`src/rtl/gb_timer.sv`:
```
// Game Boy DIV/TIMA/TMA/TAC timer (FF04-FF07) with one-cycle timer interrupt request.
// Define GB_TIMER_GLITCH_EN to let DIV/TAC writes cause TIMA increments via the tin edge detector.
module gb_timer (
  input  logic       clk,
  input  logic       reset_n,
  input  logic       cpu_en,
  input  logic       stop,
  input  logic [1:0] addr,
  input  logic [7:0] wdata,
  input  logic       write,
  output logic [7:0] rdata,
  output logic       irq
);

  typedef enum logic [1:0] {StIdle, StOvf, StReload} state_e;

  state_e      r_state;
  logic [15:0] r_sys_cnt;
  logic [7:0]  r_tima;
  logic [7:0]  r_tma;
  logic [2:0]  r_tac;
  logic [1:0]  r_cd;
  logic        r_tin;
  logic        r_stop_q;
  logic        r_irq;

  logic        w_tick;
  logic        w_wr;
  logic        w_div_wr;
  logic        w_tima_wr;
  logic        w_tma_wr;
  logic        w_tac_wr;
  logic        w_stop_rise;
  logic [2:0]  w_tac_nxt;
  logic [15:0] w_cnt_nxt;
  logic        w_sel;
  logic        w_tin_nxt;
  logic        w_fall;
  logic        w_inc;
  logic        w_tin_upd;

  assign w_tick      = cpu_en & ~stop;
  assign w_wr        = cpu_en & write;
  assign w_div_wr    = w_wr & (addr == 2'd0);
  assign w_tima_wr   = w_wr & (addr == 2'd1);
  assign w_tma_wr    = w_wr & (addr == 2'd2);
  assign w_tac_wr    = w_wr & (addr == 2'd3);
  assign w_stop_rise = cpu_en & stop & ~r_stop_q;
  assign w_tac_nxt   = w_tac_wr ? wdata[2:0] : r_tac;

  always_comb begin
    w_cnt_nxt = r_sys_cnt;
    if (w_div_wr || w_stop_rise) begin
      w_cnt_nxt = 16'h0000;
    end else if (w_tick) begin
      w_cnt_nxt = r_sys_cnt + 16'd1;
    end
  end

  // tin is evaluated on the post-write counter and post-write TAC of this tick.
  always_comb begin
    w_sel = 1'b0;
    case (w_tac_nxt[1:0])
      2'd0:    w_sel = w_cnt_nxt[9];
      2'd1:    w_sel = w_cnt_nxt[3];
      2'd2:    w_sel = w_cnt_nxt[5];
      default: w_sel = w_cnt_nxt[7];
    endcase
  end

  assign w_tin_nxt = w_tac_nxt[2] & w_sel;
  assign w_fall    = r_tin & ~w_tin_nxt;
  assign w_tin_upd = w_tick | w_div_wr | w_tac_wr | w_stop_rise;

`ifdef GB_TIMER_GLITCH_EN
  assign w_inc = w_tick & w_fall;
`else
  assign w_inc = w_tick & w_fall & ~w_div_wr & ~w_tac_wr;
`endif

  always_ff @(posedge clk) begin
    if (!reset_n) begin
      r_state   <= StIdle;
      r_sys_cnt <= 16'h0000;
      r_tima    <= 8'h00;
      r_tma     <= 8'h00;
      r_tac     <= 3'b000;
      r_cd      <= 2'd0;
      r_tin     <= 1'b0;
      r_stop_q  <= 1'b0;
      r_irq     <= 1'b0;
    end else begin
      r_irq <= 1'b0;
      if (cpu_en) begin
        r_stop_q  <= stop;
        r_sys_cnt <= w_cnt_nxt;
        r_tac     <= w_tac_nxt;
        if (w_tin_upd) r_tin <= w_tin_nxt;
        if (w_tma_wr) r_tma <= wdata;
        case (r_state)
          StIdle: begin
            if (w_tima_wr) begin
              r_tima <= wdata;
            end else if (w_inc) begin
              if (r_tima == 8'hff) begin
                r_tima  <= 8'h00;
                r_cd    <= 2'd3;
                r_state <= StOvf;
              end else begin
                r_tima <= r_tima + 8'd1;
              end
            end
          end
          StOvf: begin
            // A TIMA write during the overflow window cancels the pending reload.
            if (w_tima_wr) begin
              r_tima  <= wdata;
              r_state <= StIdle;
            end else if (w_tick) begin
              if (r_cd == 2'd0) begin
                r_tima  <= w_tma_wr ? wdata : r_tma;
                r_irq   <= 1'b1;
                r_state <= StReload;
              end else begin
                r_cd <= r_cd - 2'd1;
              end
            end
          end
          StReload: begin
            if (w_tma_wr) r_tima <= wdata;
            if (w_tick) r_state <= StIdle;
          end
          default: r_state <= StIdle;
        endcase
      end
    end
  end

  always_comb begin
    rdata = 8'h00;
    case (addr)
      2'd0:    rdata = r_sys_cnt[15:8];
      2'd1:    rdata = r_tima;
      2'd2:    rdata = r_tma;
      default: rdata = {5'b11111, r_tac};
    endcase
  end

  assign irq = r_irq;

endmodule

```
`config.mk`:
```
export PLATFORM = sky130hd
export DESIGN_NAME = gb_timer
export DESIGN_NICKNAME = d
export VERILOG_FILES = /design/src/rtl/gb_timer.sv
export SDC_FILE = /design/constraint.sdc
export NUM_CORES = 1
export LEC_CHECK = 0
export CAP_MARGIN = 20
export CORE_ASPECT_RATIO = 1.1
export CORE_MARGIN = 8
export CORE_UTILIZATION = 29
export CTS_BUF_LIST = sky130_fd_sc_hd__clkbuf_8
export DETAILED_ROUTE_END_ITERATION = 8
export REMOVE_ABC_BUFFERS = 1
export SYNTH_ARGS = -nofsm -noshare
export SYNTH_HDL_FRONTEND = slang
export SYNTH_SLANG_ARGS = --single-unit
export TNS_END_PERCENT = 100
```
`constraint.sdc`:
```
create_clock -name clk -period 3.5 [get_ports clk]
set_input_delay 0.35 -clock clk [delete_from_list [all_inputs] [get_ports clk]]
set_output_delay 0.35 -clock clk [all_outputs]
set_load 0.005 [all_outputs]
```
# After elaboration in Yosys (flattened, before gate mapping)
# Index checks and enable logic that the tools add are counted.
# totals
register_bits	42
inputBits	15
# op_classes
n_mux	30
bitwise	25
add_sub_neg	3
reduce_logical	14
eq_ne	19
# ops
operator	n
$mux 8	8
$pmux 8 s3	2
$mux 16	2
$mux 2	13
$add 16x1->16 const B	1
$ne 2x2->1 const B	8
$and 1x1->1	13
$ne 3x3->1 const B	3
$not 1->1	9
$add 8x1->8 const B	1
$eq 2x2->1 const B	4
$eq 8x8->1 const B	1
$logic_not 2->1	4
$reduce_and 8->1	1
$reduce_and 7->1	1
$eq 2x1->1 const B	3
$pmux 2 s3	1
$reduce_and 6->1	1
$reduce_or 5->1	1
$pmux 2 s2	1
$reduce_and 2->1	2
$reduce_bool 2->1	2
$mux 3	1
$or 1x1->1	3
5 further kinds	5

# Longest topological paths before layout
# Gate-level depths: netlist of the first run.
# logic_depth
word_depth	14
ltp_mapped	9
depth_no_buf	9

# Least setup slack after synthesis of the first run
# OpenSTA, ideal clock, no wires.
# synth_path
path_type	input port to flip-flop
from	in cpu_en
to	reg r_cd[0]
setup_slack_ns	1.465
setup_time_ns	0.117
stages	8
t_arrival_ns	1.918
path_buffers	1
path_cell_list	buf_4 -> and3b_1 -> a31o_1 -> or2_2 -> o221ai_4 -> and2_4 -> o21ai_1 -> a32o_1
# synth_via
elab_chain_len	13
# synth_lines
item	line_no	text
from (decl)	6	input logic cpu_en,
$and 1x1->1, on equally long branches	43, 48	
$and 1x1->1, on equally long branches	47, 44, 48	
$mux 3 or $logic_or 1x1->1 (tied branches)	49, 53	
$eq 2x2->1 (tied with other cells)	63	case (w_tac_nxt[1:0])
$pmux 1 s3	63	
$and 1x1->1	71	assign w_tin_nxt = w_tac_nxt[2] & w_sel;
$not 1->1	72	assign w_fall = r_tin & ~w_tin_nxt;
$and 1x1->1	72	
$and 1x1->1 (3 in a row)	78	assign w_inc = w_tick & w_fall & ~w_div_wr & ~w_tac_wr;
$ne 2x2->1 (no source line)	-	
$reduce_and 8->1 (no source line) *	-	
to (signal assigned)	125	r_cd <= r_cd - 2'd1;
to (decl)	22	logic [1:0] r_cd;
# Every way passes the cells marked *; elsewhere a longest branch is shown, timed or not. The select of a mux whose other input is x is not followed.
# A chain may end at the register's enable or synchronous reset.

# Worst setup path in the final report of the first run
# layout_path
from	in addr[0]
to	out rdata[7]
# layout_via
elab_chain_len	2
# layout_lines
item	line_no	text
from (decl)	8	input logic [1:0] addr,
$eq 2x2->1 (tied with other cells)	141	case (addr)
$pmux 8 s3 *	141	
to (decl)	11	output logic [7:0] rdata,
# Every way passes the cells marked *; elsewhere a longest branch is shown, timed or not.

==> metrics, run 1 <==
status completed; Async SR Flop Fraction 0%; total clock buffers created by CTS 5; post-synthesis compound-gate area fraction 25.7%; Placer Congestion 0.860; Seq cells post-synth 42; max_cap viols 0; Placed Cells 470; Total Nets Final 382; Clk pin slew, worst setup/hold paths 0.08 ns; Post-Synthesis Cells 334; synth cell count leaders 43 x nand2_1, 42 x dfxtp_1, 42 x nor2_1, 22 x a21oi_1, 19 x nand3_1; Peak VDD IR 116 uV; RSZ-0062 raised after global routing no; All-Layer GR Usage 12.1%; Worst Hold Class flop to flop; DP HPWL 5950 um; Final Hold Vio Count 0; Site Rows 37; area share of fa/ha/maj cells after synthesis 3.17%; family with the most delay on the worst path buffers and inverters; CTS H-tree lvls 2; crit end category primary output; clk sink count 42; CP Cell Sequence clkdlybuf4s50_1 > buf_4 > mux2_2 > o22a_1 > clkdlybuf4s50_1; Routed WL per cell 16.1 um; layout cells sized above 1 12.7%; Initial Util 29.6%; minimum clock period 2.78 ns; part of the cycle the worst path needs 79.5%; ys flop type dfxtp_1; final setup vio count 0; hold buffers post-CTS 0; number of port buffers 23; CP arrival 2.43 ns; Yosys top cell by area dfxtp_1; kind of critical path input pin to primary output; Unique masters post-synth 62; CP required 3.15 ns; worst path bufs/invs 3; die height 118 um; Post-Syn Area 2760 sq um; first-pass GRT wire length 12,600 um; Cell Pwr Density 293 nW/um^2; n_diodes 0; post-CTS setup buffer count 0; CTS tree built; setup TNS 0 ns; number of vias per cell 5.41; CP peak stage delay 0.79 ns; Resize count post-CTS 0; mux cell area share after synthesis 6.26%; non-filler cells in the finished layout 478; num ports 24; main combinational cell family by area after synthesis simple AND/OR/NAND/NOR gates; chip width 109 um; drt drc 0; 1st-pass router iterations 5; Area Overhead vs Synth 17.0%; vias in the first global route 2,518; Core ar. 9310 sq um; final WL 7710 um; post-synthesis xor/xnor area fraction 3.49%; post-synthesis simple-gate area fraction 27.3%; Worst Skew 0.00696 ns; Overflow after GRT 0; Crit path top cell by count clkdlybuf4s50_1; Synth top area share 30.5%; worst-path fanout max 10; clk buf depth 2; top post-synthesis cells by area dfxtp_1 30%, nand2_1 5.9%, nor2_1 5.7%; starting DRC count in detailed routing 177; syn avg cell area 8.26 sq um; antenna violations before repair 0; EDFF count, synth 0; Clk Latency, worst-skew pair 0.30 ns; Slew HR 57.8%; Least-Margin Pin Slew 0.632 ns; pin count of the biggest net entering global routing 18; routed via count 2,584; warnings from Yosys 0; root buffer cell clkbuf_8; CP startpoint kind input pin; die area 12,900 sq um; critical path's slowest cell clkdlybuf4s50_1; fin. max-slew vios 0; Detail Route Antenna Nets 0; most numerous cell in the Yosys netlist nand2_1; LEAKAGE 1.19 nW; Seq/Total Area, Yosys 30.5%; f_max 359 MHz
where the power goes:
| group | total (mW) | internal (mW) | switching [mW] |
|---|---|---|---|
| sequential | 0.487 | 0.482 | 0.00468 |
| clock | 0.333 | 0.157 | 0.177 |
| combinational | 0.126 | 0.0525 | 0.0740 |
final timing paths:
path                            cells past startpoint  slack, ns                   start              endpoint
worst max-delay path                                5       0.72                 addr[0]              rdata[7]
worst min-delay path                                2       0.49      r_tin$_SDFFE_PN0P_    r_tin$_SDFFE_PN0P_
worst max register to register                      7       1.16  r_tima[0]$_SDFFE_PN0P_  r_cd[0]$_SDFFE_PN0P_
worst min register to register                      2       0.49      r_tin$_SDFFE_PN0P_    r_tin$_SDFFE_PN0P_
flip-flops by register name (all words and copies together) (netlist names):
register	cells
irq	1
r_cd	2
r_state	2
r_stop_q	1
r_sys_cnt	16
r_tac	3
r_tima	8
r_tin	1
r_tma	8
cell type report:
| cell class | count | area [sq um] |
|---|---|---|
| clock buffers | 6 | 82.6 |
| multi-input cells | 270 | 1820 |
| well taps | 117 | 146 |
| flip-flops and latches | 42 | 841 |
| inverters | 9 | 33.8 |
| clock inverters | 2 | 8.76 |
| repair buffers | 32 | 298 |
| fillers | 979 | 6080 |
kinds of logic after synthesis:
group | count (synthesis)
simple gates | 148
mux | 13
xor+xnor | 11
flops | 42
compound gates | 91
fa+ha+maj | 7
buf+inv | 22
worst register-to-register path, stage by stage, from the launching register on:
cell,delay (ns)
dfxtp_1,0.46
ha_1,0.26
nand4_1,0.18
nor2_1,0.30
nand4_1,0.27
a2111oi_2,0.41
nor2_1,0.10
a32o_1,0.26
through the flow:
step                      power [mW]  worst slack (ns)  hold WS [ns]  utilization [%]  area, sq um
final                          0.947             0.717         0.489             34.7         3230
after global routing           0.992             0.636         0.505             34.7         3230
after CTS                      0.958             0.720         0.481             34.7         3230
after detailed placement       0.625             0.574         0.468             33.7         3140
after global placement         0.623             0.572         0.463             33.7         3140
after floorplan                0.554              1.50         0.446                -         2690
cell usage in the layout (no fill, tap or decap), types with 3 or more instances in the layout:
| master | synthesis | final |
|---|---|---|
| a211oi_1 | 3 | 3 |
| a21oi_1 | 22 | 22 |
| a21oi_2 | 3 | 3 |
| a221oi_1 | 8 | 8 |
| a22oi_1 | 8 | 8 |
| a31oi_1 | 5 | 5 |
| and3_1 | 5 | 5 |
| buf_4 | 2 | 9 |
| clkbuf_8 | 0 | 6 |
| clkdlybuf4s50_1 | 0 | 23 |
| dfxtp_1 | 42 | 42 |
| ha_1 | 7 | 7 |
| inv_1 | 8 | 9 |
| mux2_2 | 4 | 4 |
| mux2i_1 | 6 | 6 |
| mux4_2 | 3 | 3 |
| nand2_1 | 43 | 43 |
| nand2b_1 | 7 | 7 |
| nand3_1 | 19 | 19 |
| nand4_1 | 7 | 7 |
| nor2_1 | 42 | 42 |
| nor3_1 | 5 | 5 |
| o21ai_0 | 12 | 12 |
| o22a_1 | 5 | 5 |
| o31ai_1 | 3 | 3 |
| o41ai_2 | 4 | 4 |
| or2_2 | 3 | 3 |
| xnor2_1 | 6 | 6 |
| xor2_1 | 5 | 5 |
per-layer routing:
layer	vias up	routed length, um	track usage, %
met5	-	0	0
met4	0	176	5.57
met3	17	328	2.23
met2	57	3960	20.3
met1	1227	3240	14.4
li1	1283	-	-
No activity file was read; power rests on OpenSTA's default activity.
==> run 2: changes to the inputs <==
==> constraint.sdc (replaced) <==
create_clock -name clk -period 2.8 [get_ports clk]
set_input_delay 0.28 -clock clk [delete_from_list [all_inputs] [get_ports clk]]
set_output_delay 0.28 -clock clk [all_outputs]
set_load 0.005 [all_outputs]
==> metrics, run 2 (synthesis results as in run 1) <==
DP Area 3190 sq um; final setup margin 0.380 ns; Hold WS 0.484 ns; die height 118 um; Peak VDD IR 157 uV; CTS H-tree lvls 2; CP required 2.52 ns; 1st-pass router iterations 4; most frequent cells in the layout 43 x nand2_1, 42 x nor2_1, 42 x dfxtp_1; Placed Cells 476; RSZ-0062 raised after global routing no; CP peak stage delay 0.54 ns; routed via count 2,607; worst-path fanout max 10; DP HPWL 6000 um; critical path's slowest cell mux4_2; CTS tree built; vias in the first global route 2,644; Detail Route Antenna Nets 0; R2R cell count 7; total clock buffers created by CTS 5; part of the cycle the worst path needs 86.4%; crit path launch addr[0]; layout cells sized above 1 13.9%; n_diodes 0; CP Cell Sequence clkdlybuf4s50_1 > buf_4 > buf_4 > mux4_2 > clkdlybuf4s50_1; reg2reg start r_tima[0]$_SDFFE_PN0P_; Cell Pwr Density 379 nW/um^2; LEAKAGE 1.23 nW; Overflow after GRT 0; antenna violations before repair 0; max_cap viols 0; pin count of the biggest net entering global routing 21; kind of critical path input pin to primary output; Top Registers r_sys_cnt x16, r_tima x8, r_tma x8; largest reg by FF count r_sys_cnt; Total Nets Final 388; status completed; max FFs per register 16; f_max 413 MHz; Tot Pwr 1.25 mW; Routed WL per cell 15.7 um; Area Overhead vs Synth 19.6%; final setup vio count 0; RR Endpoint r_cd[0]$_SDFFE_PN0P_; crit end category primary output; hold path endpoint r_tma[4]$_SDFFE_PN0P_; first-pass GRT wire length 13,100 um; hold buffers post-CTS 0; final WL 7600 um; die area 12,900 sq um; Layout Utilization 35.5%; setup TNS 0 ns; clk buf depth 2; non-filler cells in the finished layout 484; Placer Congestion 0.822; num ports 24; Worst Hold Class flop to flop; post-route design area 3300 sq um; number of port buffers 23; Core ar. 9310 sq um; Least-Margin Pin Slew 0.810 ns; Min-Delay Path Depth 2; Clk pin slew, worst setup/hold paths 0.08 ns; Slew HR 45.7%; fin. max-slew vios 0; Clk Latency, worst-skew pair 0.30 ns; Final Hold Vio Count 0; Initial Util 29.6%; starting DRC count in detailed routing 130; clk sink count 42; worst hold path startpoint r_tma[4]$_SDFFE_PN0P_; All-Layer GR Usage 12.4%; pre-CTS setup slack 0.0754 ns; number of vias per cell 5.39; Resize count post-CTS 0; most common cell after layout, fill and taps aside nand2_1; Filler Cells Inserted 942; CP startpoint kind input pin; root buffer cell clkbuf_8; CP arrival 2.14 ns; Worst Skew 0.00789 ns; reg-to-reg setup timing slack 0.45 ns; post-CTS setup buffer count 0; Site Rows 37; minimum clock period 2.42 ns; drt drc 0; chip width 109 um
## run 2: cell count changes in the layout (fill, tap and decap cells not counted), sizes merged
cell / change
buf: +6
bufinv: +1
clkbuf: -1
clkinv: -1
inv: +1
## run 2: cell type report
cell class,count,area (sq um),area share (%)
multi-input combinational,270,1820,55.1
sequential,42,841,25.5
timing repair buffer,38,355,10.8
tap,117,146,4.44
clock buffer,5,68.8,2.09
clock inverter,3,37.5,1.14
inverter,9,33.8,1.02
## run 2: worst max-delay path by stage
stage,to,cells after the start
2_1_floorplan,r_cd[0]$_SDFFE_PN0P_,7
3_3_place_gp,r_cd[0]$_SDFFE_PN0P_,9
3_5_place_dp,r_cd[0]$_SDFFE_PN0P_,9
4_1_cts,rdata[1],5
5_1_grt,r_tima[4]$_SDFFE_PN0P_,9
6_report,rdata[1],5
## run 2: metal layers
metal  track usage [%]  vias to the layer above  wire length (um)
met3              2.23                       16               232
met2              21.5                       51              3920
li1                  -                     1292                 -
met4              4.88                        0               172
met1              14.7                     1248              3280
met5                 0                        -                 0
## run 2: worst max-delay path, delay by kind of cell
kind / cells / cell delay [ns]
buf+inv: 4 / 1.31
mux: 1 / 0.54
## run 2: report_power, final
group	internal [mW]	total (mW)	switching (mW)	leakage [nW]
logic	0.0728	0.166	0.0931	0.828
registers	0.603	0.608	0.00551	0.339
clock network	0.260	0.475	0.216	0.0607
total	0.935	1.25	0.314	1.23
==> run 3: changes to the inputs <==
--- a/config.mk
+++ b/config.mk
@@ -9,7 +9,6 @@
 export CORE_ASPECT_RATIO = 1.1
 export CORE_MARGIN = 8
 export CORE_UTILIZATION = 29
-export CTS_BUF_LIST = sky130_fd_sc_hd__clkbuf_8
 export DETAILED_ROUTE_END_ITERATION = 8
 export REMOVE_ABC_BUFFERS = 1
 export SYNTH_ARGS = -nofsm -noshare
==> metrics, run 3 (synthesis results as in run 1) <==
Final Hold Vio Count 0; number of vias per cell 5.40; crit path launch addr[0]; Total Nets Final 388; critical path's slowest cell mux4_2; Cell Pwr Density 381 nW/um^2; Top Registers r_sys_cnt x16, r_tima x8, r_tma x8; final setup vio count 0; Site Rows 37; status completed; Clk pin slew, worst setup/hold paths 0.08 ns; pin count of the biggest net entering global routing 21; starting DRC count in detailed routing 128; clk sink count 42; Resize count post-CTS 0; final WL 7620 um; Overflow after GRT 0; Peak VDD IR 157 uV; CTS H-tree lvls 2; Worst Skew 0.00706 ns; part of the cycle the worst path needs 86.4%; Storage cell area 841 sq um; max_cap viols 0; post-CTS setup buffer count 0; worst-path fanout max 10; pre-CTS setup slack 0.0754 ns; largest reg by FF count r_sys_cnt; CP required 2.52 ns; All-Layer GR Usage 12.4%; most frequent cells in the layout 43 x nand2_1, 42 x nor2_1, 42 x dfxtp_1; Tot Pwr 1.26 mW; layout cells sized above 1 13.9%; CP Cell Sequence clkdlybuf4s50_1 > buf_4 > buf_4 > mux4_2 > clkdlybuf4s50_1; max FFs per register 16; CP peak stage delay 0.54 ns; num ports 24; clk buf depth 2; Placer Congestion 0.822; f_max 413 MHz; final setup margin 0.380 ns; Multi-input gate area 1820 sq um; root buffer cell clkbuf_8; LEAKAGE 1.22 nW; Clk Latency, worst-skew pair 0.30 ns; Least-Margin Pin Slew 0.811 ns; most common cell after layout, fill and taps aside nand2_1; minimum clock period 2.42 ns; crit end category primary output; Routed WL per cell 15.7 um; die area 12,900 sq um; fin. max-slew vios 0; first-pass GRT wire length 13,100 um; CP arrival 2.14 ns; 1st-pass router iterations 4; n_diodes 0; total clock buffers created by CTS 5; DP HPWL 6000 um; crit path to rdata[1]; drt drc 0; die height 118 um; number of port buffers 23; Area Overhead vs Synth 19.6%; kind of critical path input pin to primary output; RR Endpoint r_cd[0]$_SDFFE_PN0P_; CP startpoint kind input pin; reg2reg start r_tima[0]$_SDFFE_PN0P_; Worst Hold Class flop to flop; antenna violations before repair 0; CTS tree built; DP Area 3190 sq um; Detail Route Antenna Nets 0; Core ar. 9310 sq um; Filler Cells Inserted 942; vias in the first global route 2,644; post-route design area 3300 sq um; Slew HR 45.7%; R2R cell count 7; routed via count 2,612; hold buffers post-CTS 0; Hold WS 0.484 ns; Initial Util 29.6%; reg-to-reg setup timing slack 0.45 ns; RSZ-0062 raised after global routing no; chip width 109 um; setup TNS 0 ns
==> run 3: how the worst min path moves through the flow <==
stage                                      from                        end  cells after the start
after floorplan                         reset_n  r_sys_cnt[7]$_SDFFE_PN0P_                      1
after global routing      r_tma[6]$_SDFFE_PN0P_      r_tma[6]$_SDFFE_PN0P_                      2
after CTS                 r_tma[1]$_SDFFE_PN0P_      r_tma[1]$_SDFFE_PN0P_                      2
final                     r_tma[4]$_SDFFE_PN0P_      r_tma[4]$_SDFFE_PN0P_                      2
after global placement    r_tma[1]$_SDFFE_PN0P_      r_tma[1]$_SDFFE_PN0P_                      2
after detailed placement  r_tma[1]$_SDFFE_PN0P_      r_tma[1]$_SDFFE_PN0P_                      2
==> run 3: layout make-up <==
| class | count | area share (%) |
|---|---|---|
| clock buffer | 7 | 2.31 |
| clock inverter | 1 | 0.910 |
| inverter | 9 | 1.02 |
| multi-input combinational | 270 | 55.1 |
| sequential | 42 | 25.5 |
| tap | 117 | 4.44 |
| timing repair buffer | 38 | 10.8 |
==> run 3: power breakdown <==
part           internal, mW  switching (mW)
logic                0.0728          0.0933
registers             0.603         0.00550
clock network         0.267           0.215
total                 0.943           0.314
==> run 3: metal layers <==
metal	part of all wire (%)	up-vias	global-route usage (%)
met5	0	-	0
met4	2.3	0	4.88
met3	2.9	16	2.23
met2	51	50	21.5
met1	43	1254	14.7
li1	-	1292	-
==> run 3: per-stage QoR <==
stage,cells,utilization [%]
after floorplan,321,-
after global placement,476,34.3
after detailed placement,476,34.3
after CTS,484,35.5
after global routing,484,35.5
final,484,35.5
==> run 3: critical path: cells and delay by family <==
kind                   cells  cell delay [ns]
buffers and inverters      4             1.31
multiplexers               1             0.54
